`src/rtl/regfile_pkg.sv`:
```
// Shared definitions for the register file and its dump engine.
//   DEF_WIDTH / DEF_ADDR_W : default data and address widths
//   ZERO_REG               : index of the hardwired-zero register
//   dump_state_e           : dump engine states
package regfile_pkg;

  localparam int DEF_WIDTH  = 32;
  localparam int DEF_ADDR_W = 5;
  localparam int ZERO_REG   = 0;

  typedef enum logic [1:0] {
    IDLE,
    SEND,
    DONE
  } dump_state_e;

endpackage

```
`src/rtl/regfile_dump_fsm.sv`:
```
// Streams every register out over a valid/ready port, index 0 first.
// Ports:
//   clk, rst_n             : clock, async active-low reset
//   dump_start             : one-cycle request, honoured only when idle
//   dump_ready             : consumer accepts the current beat
//   lookup_addr/data       : bypassed read port into the storage array
//   dump_valid/addr/data   : current beat (addr/data registered)
//   dump_busy, dump_done   : in progress / one-cycle completion pulse
module regfile_dump_fsm
  import regfile_pkg::*;
#(
  parameter int WIDTH  = DEF_WIDTH,
  parameter int ADDR_W = DEF_ADDR_W
) (
  input  logic              clk,
  input  logic              rst_n,
  input  logic              dump_start,
  input  logic              dump_ready,
  output logic [ADDR_W-1:0] lookup_addr,
  input  logic [WIDTH-1:0]  lookup_data,
  output logic              dump_valid,
  output logic [ADDR_W-1:0] dump_addr,
  output logic [WIDTH-1:0]  dump_data,
  output logic              dump_busy,
  output logic              dump_done
);

  localparam logic [ADDR_W-1:0] LAST = '1;

  dump_state_e state, state_nxt;

  // Next beat's register. The lookup is bypassed, so a write committing on
  // the accepting edge lands in the loaded beat.
  assign lookup_addr = dump_addr + ADDR_W'(1);

  always_comb begin
    state_nxt = state;
    unique case (state)
      IDLE:    if (dump_start) state_nxt = SEND;
      SEND:    if (dump_ready && dump_addr == LAST) state_nxt = DONE;
      DONE:    state_nxt = IDLE;
      default: state_nxt = IDLE;
    endcase
  end

  always_ff @(posedge clk or negedge rst_n) begin
    if (!rst_n) begin
      state     <= IDLE;
      dump_addr <= '0;
      dump_data <= '0;
    end else begin
      state <= state_nxt;
      unique case (state)
        IDLE: begin
          // Beat 0 is the zero register: always 0, no lookup needed.
          if (dump_start) begin
            dump_addr <= '0;
            dump_data <= '0;
          end
        end
        SEND: begin
          // Held while stalled, so writes during a stall never touch the beat.
          if (dump_ready) begin
            if (dump_addr == LAST) begin
              dump_addr <= '0;
              dump_data <= '0;
            end else begin
              dump_addr <= lookup_addr;
              dump_data <= lookup_data;
            end
          end
        end
        default: begin
          dump_addr <= '0;
          dump_data <= '0;
        end
      endcase
    end
  end

  assign dump_valid = (state == SEND);
  assign dump_busy  = (state != IDLE);
  assign dump_done  = (state == DONE);

endmodule

```
`src/rtl/regfile_bypass_dump.sv`:
```
// 2R/1W register file with write-through bypass, hardwired r0, and a
// handshaked dump port that snapshots every register without stalling
// the datapath.
// Ports:
//   Clk, Reset_n                       : clock, async active-low reset
//   ReadRegister1/2, ReadData1/2       : combinational bypassed reads
//   WriteRegister, WriteData, RegWrite : single write port
//   DumpStart, DumpReady               : dump request / consumer ready
//   DumpValid, DumpAddr, DumpData      : current dump beat
//   DumpBusy, DumpDone                 : dump in progress / done pulse
module regfile_bypass_dump
  import regfile_pkg::*;
#(
  parameter int WIDTH  = DEF_WIDTH,
  parameter int ADDR_W = DEF_ADDR_W
) (
  input  logic              Clk,
  input  logic              Reset_n,
  input  logic [ADDR_W-1:0] ReadRegister1,
  input  logic [ADDR_W-1:0] ReadRegister2,
  output logic [WIDTH-1:0]  ReadData1,
  output logic [WIDTH-1:0]  ReadData2,
  input  logic [ADDR_W-1:0] WriteRegister,
  input  logic [WIDTH-1:0]  WriteData,
  input  logic              RegWrite,
  input  logic              DumpStart,
  input  logic              DumpReady,
  output logic              DumpValid,
  output logic [ADDR_W-1:0] DumpAddr,
  output logic [WIDTH-1:0]  DumpData,
  output logic              DumpBusy,
  output logic              DumpDone
);

  localparam int DEPTH  = 1 << ADDR_W;
  // Lookup ports: two datapath reads plus the dump engine.
  localparam int NUM_RD = 3;
  localparam logic [ADDR_W-1:0] ZERO = ADDR_W'(ZERO_REG);

  logic [WIDTH-1:0] regs [DEPTH];

  logic [NUM_RD-1:0][ADDR_W-1:0] rd_addr;
  logic [NUM_RD-1:0][WIDTH-1:0]  rd_data;
  logic [ADDR_W-1:0]             lookup_addr;

  always_ff @(posedge Clk or negedge Reset_n) begin
    if (!Reset_n) begin
      for (int i = 0; i < DEPTH; i++) regs[i] <= '0;
    end else if (RegWrite && WriteRegister != ZERO) begin
      regs[WriteRegister] <= WriteData;
    end
  end

  assign rd_addr = {lookup_addr, ReadRegister2, ReadRegister1};

  // r0 wins over bypass so a discarded r0 write never shows up on a read.
  for (genvar g = 0; g < NUM_RD; g++) begin : g_rd
    assign rd_data[g] = (rd_addr[g] == ZERO)                        ? '0 :
                        (RegWrite && WriteRegister == rd_addr[g]) ? WriteData :
                                                                    regs[rd_addr[g]];
  end

  assign ReadData1 = rd_data[0];
  assign ReadData2 = rd_data[1];

  regfile_dump_fsm #(
    .WIDTH (WIDTH),
    .ADDR_W(ADDR_W)
  ) u_dump (
    .clk        (Clk),
    .rst_n      (Reset_n),
    .dump_start (DumpStart),
    .dump_ready (DumpReady),
    .lookup_addr(lookup_addr),
    .lookup_data(rd_data[2]),
    .dump_valid (DumpValid),
    .dump_addr  (DumpAddr),
    .dump_data  (DumpData),
    .dump_busy  (DumpBusy),
    .dump_done  (DumpDone)
  );

endmodule

```
`config.mk`:
```
export PLATFORM = sky130hd
export DESIGN_NAME = regfile_bypass_dump
export DESIGN_NICKNAME = d
export VERILOG_FILES = /design/src/rtl/regfile_pkg.sv /design/src/rtl/regfile_dump_fsm.sv /design/src/rtl/regfile_bypass_dump.sv
export SDC_FILE = /design/constraint.sdc
export NUM_CORES = 2
export LEC_CHECK = 0
export BUFFER_PORTS_ARGS = -buffer_cell sky130_fd_sc_hd__buf_2
export CAP_MARGIN = 20
export CORE_MARGIN = 5
export CORE_UTILIZATION = 55
export CTS_CLUSTER_SIZE = 24
export DETAILED_ROUTE_END_ITERATION = 6
export PLACE_DENSITY = 0.71
export SLEW_MARGIN = 20
export SYNTH_ARGS = -nofsm -noshare
export SYNTH_HDL_FRONTEND = slang
export SYNTH_SLANG_ARGS = --single-unit
export TNS_END_PERCENT = 10
```
`constraint.sdc`:
```
create_clock -name Clk -period 3.3 [get_ports Clk]
set_input_delay 0.66 -clock Clk [delete_from_list [all_inputs] [get_ports Clk]]
set_output_delay 0.66 -clock Clk [all_outputs]
set_load 0.01 [all_outputs]
```
==> impl_summary.log <==
INFO  metric run_status = finished, violations left
INFO  metric failed_checks = design-rule violations, negative setup slack
INFO  metric yosys-top-cells-count = dfrtp_1 (1,063), mux2_2 (1,040), mux4_2 (698), nand2_1 (308), clkbuf_1 (284)
INFO  metric drcViolationCount = 3
INFO  metric cts_inserted_buffers = 116
INFO  metric drt_first_iter_violations = 7,507
INFO  metric die_area = 125,000 um^2
INFO  metric vias = 49,700
INFO  metric drt-met1-wl = 86.1 mm
INFO  metric met3WireLength = 36.6 mm
INFO  metric antenna_found_initial = 18
INFO  metric pwr-share-comb = 0.368
INFO  metric synthesis.nets = 4,730
INFO  metric synth-async-reset-ratio = 1.00
INFO  metric worst_setup_hold_path_clk_slew = 0.06 ns
INFO  metric min-delay-start = DumpReady
INFO  metric multi_input_area = 36,700 um^2
INFO  metric tightest_slew = 0.967 ns
INFO  metric grt_pass1_wl = 353 mm
INFO  metric placementRows = 126
INFO  metric power = 50.8 mW
INFO  metric fill_cells = 8,501
INFO  metric predominant_post_synthesis_flop_cell = dfrtp_1
INFO  metric setup_repair_after_global_routing_missed_its_margin = yes
INFO  metric die_w = 354 um
INFO  metric ys_types = 54
INFO  metric power.share.clock = 0.269
INFO  metric wirelength = 246 mm
INFO  metric wl_met2 = 104 mm
INFO  metric timing.final.hold_violations = 0
INFO  metric cap_violations = 0
INFO  metric max_slew_margin = 0.354
INFO  metric start_util = 0.552
INFO  metric synth_area_leader_cell = dfrtp_1
INFO  metric min_period = 3.52 ns
INFO  metric tritoncts = built
INFO  metric tritoncts_num_sinks = 1,063
INFO  metric avgRoutedWirePerCell = 37.7 um
INFO  metric critPathKind = in2out
INFO  metric grt_overflow_total = 0
INFO  metric vias_per_cell = 7.63
INFO  metric worst_ep_required_time = 2.64 ns
INFO  metric cp_slowest_stage_delay = 0.51 ns
INFO  metric final.setup.tns = -3.54 ns
INFO  metric cp-start-kind = primary input
INFO  metric power.share.sequential = 0.363
INFO  metric final.period_utilization = 1.07
INFO  metric register_area_share_after_synthesis = 0.408
INFO  metric remaining_antenna_violation_count_after_routing = 0
INFO  metric fmaxAchievable = 284 MHz
INFO  metric synth-warning-count = 0
INFO  metric crit_path_cell_trace = buf_8 > buf_6 > buf_12 > buf_16 > mux4_2 > a2111oi_1 > o21ai_1 > a32o_1 > buf_2
INFO  metric total_switching_power = 17.7 mW
INFO  metric yosys-top-cells-area = dfrtp_1 (41%), mux4_2 (24%), mux2_2 (18%)
INFO  metric area_inside_the_core_boundary = 118,000 um^2
INFO  metric worstSetupEndpointType = output pin
INFO  metric place.detailed.hpwl = 151 mm
INFO  metric synthesis.instances = 4,675
INFO  metric p_leak = 32.4 nW
INFO  metric finalSetupViolations = 44
INFO  metric vias_in_the_first_global_route = 49,800
INFO  metric synth.ff_latch_count = 1,063
INFO  metric netlist_area = 65,100 um^2
INFO  metric drt_first_pass_iters = 7
INFO  metric htreeDepth = 3
INFO  metric drive_gt1_frac = 0.543
INFO  metric portBuffers = 155
INFO  metric cpMaxStageDelayCell = a2111oi_1
INFO  metric nets_final = 4,935
INFO  metric vdd_ir_drop_max = 0.943 mV
INFO  metric pre_cts_slack = -0.530 ns
INFO  metric path_category_of_the_worst_min_delay_check = in2reg
INFO  metric power-per-cell-area = 669 nW/um^2
INFO  metric crit-reg2reg-launch = u_dump.dump_addr[0]$_DFFE_PN0P_
INFO  metric grt_max_degree = 105
INFO  metric critPathArrivalTime = 2.86 ns
INFO  metric power.switching_fraction = 0.348
INFO  metric setup_slack = -0.224 ns
INFO  metric seqCellArea = 26,600 um^2
INFO  metric grt.total_usage = 0.386
INFO  metric floorplan.io_pins = 156
INFO  metric top_layer_used = met5
INFO  metric gp_congestion = 0.926
INFO  metric skew = 0.0404 ns
INFO  metric finalMaxSlewViolations = 0
INFO  metric critical_path.startpoint = ReadRegister2[1]
INFO  metric clk_latency = 0.77 ns
INFO  metric crit_path_max_fanout = 33
INFO  metric p_int = 33.1 mW
INFO  metric syn_area_per_cell = 13.9 um^2
INFO  metric synth_edf_count = 0
INFO  metric chipHeight = 354 um
INFO  metric synth_top_area_frac = 0.408
INFO  metric clock-root-buffer = clkbuf_16
INFO  metric synthMostInstantiatedCell = dfrtp_1
INFO  metric fin_worst_hold_slack = 0.153 ns
INFO  metric syn2layout_area_growth = 16.5%
INFO  metric cts.path.max_buffers = 3
power by group through the flow:
stage	Sequential [mW]	Clock [mW]	Combinational [mW]
final	18.4	13.7	18.7
after detailed placement	18.4	0	18.0
after CTS	18.2	13.7	18.3
after global placement	18.2	0	17.7
after floorplan	17.5	0	12.4
after global routing	18.7	14.2	19.6
cells by family (layout without fill, tap and decap cells):
| kind of cell | after synthesis | in the layout | synth area share |
|---|---|---|---|
| xor gates and xnor gates | 19 | 19 | 0.00267 |
| muxes | 1971 | 1971 | 0.457 |
| other | 0 | 7 | 0 |
| DFF | 1063 | 1063 | 0.408 |
| and+or+nand+nor | 598 | 598 | 0.0414 |
| AOI/OAI and AO/OA | 468 | 468 | 0.0502 |
| buffers and inverters | 553 | 852 | 0.0397 |
| adders and majority gates | 3 | 3 | 0.000576 |
layout make-up:
type / instances / share of cell area
multi-input combinational: 3059 / 0.484
tap: 1536 / 0.0253
timing repair buffer: 631 / 0.0866
antenna: 7 / 0.000231
clock inverter: 42 / 0.00650
inverter: 9 / 0.000478
clock buffer: 170 / 0.0457
sequential: 1063 / 0.351
worst max-delay path: cells and delay by family:
kind | cells | cell delay, ns
multiplexers | 1 | 0.34
AO/OA/AOI/OAI | 3 | 0.95
buffers and inverters | 5 | 0.83
placed cells by master (no fill, tap or decap), drive strengths merged, types with 27 or more instances in the layout:
cell,count
a211oi,60
a21oi,65
a221o,35
a221oi,27
a22oi,44
buf,622
clkbuf,173
dfrtp,1063
mux2,1048
mux2i,225
mux4,698
nand2,308
nand3,129
nand4,32
nor2,50
o21ai,104
o221ai,37
worst paths after layout:
kind                                               endpoint  slack, ns  depth (start not counted)
min in group asynchronous             regs[423]$_DFFE_PN0P_       0.52                          2
setup / recovery                              ReadData2[24]      -0.22                          9
hold reg to reg                      regs[1007]$_DFFE_PN0P_       0.42                          0
max in group asynchronous              regs[27]$_DFFE_PN0P_       1.67                          3
setup reg to reg           u_dump.dump_data[29]$_DFFE_PN0P_       0.17                          9
hold / removal                  u_dump.state[0]$_DFFE_PN0P_       0.15                          2
flip-flops by register name, indices dropped and copies added (netlist names):
signal and cells:
regs 1024, u_dump.dump_data 32, u_dump.dump_addr 5, u_dump.state 2
routing by layer:
layer / track usage / up-vias
met5: 0.0115 / -
met3: 0.151 / 1081
met1: 0.506 / 25700
met4: 0.231 / 28
met2: 0.544 / 4157
li1: - / 18800
timing repair:
item                                    4_1_cts  5_1_grt
endpoints found under the hold margin        42        0
gates cloned                                  7        3
buffers inserted                              9       25
gates resized for setup                      98       72
hold buffers                                  1        0
endpoints found under the setup margin       63       63
pin swaps                                    11        9
metrics by stage:
| stage | std cells | area [um^2] | utilization |
|---|---|---|---|
| floorplan | 4675 | 65100 | - |
| global placement | 6253 | 70600 | 0.598 |
| detailed placement | 6253 | 70600 | 0.598 |
| CTS | 6482 | 75300 | 0.638 |
| global route | 6512 | 75800 | 0.643 |
| finish | 6517 | 75900 | 0.643 |
No activity file was read; power rests on OpenSTA's default activity.
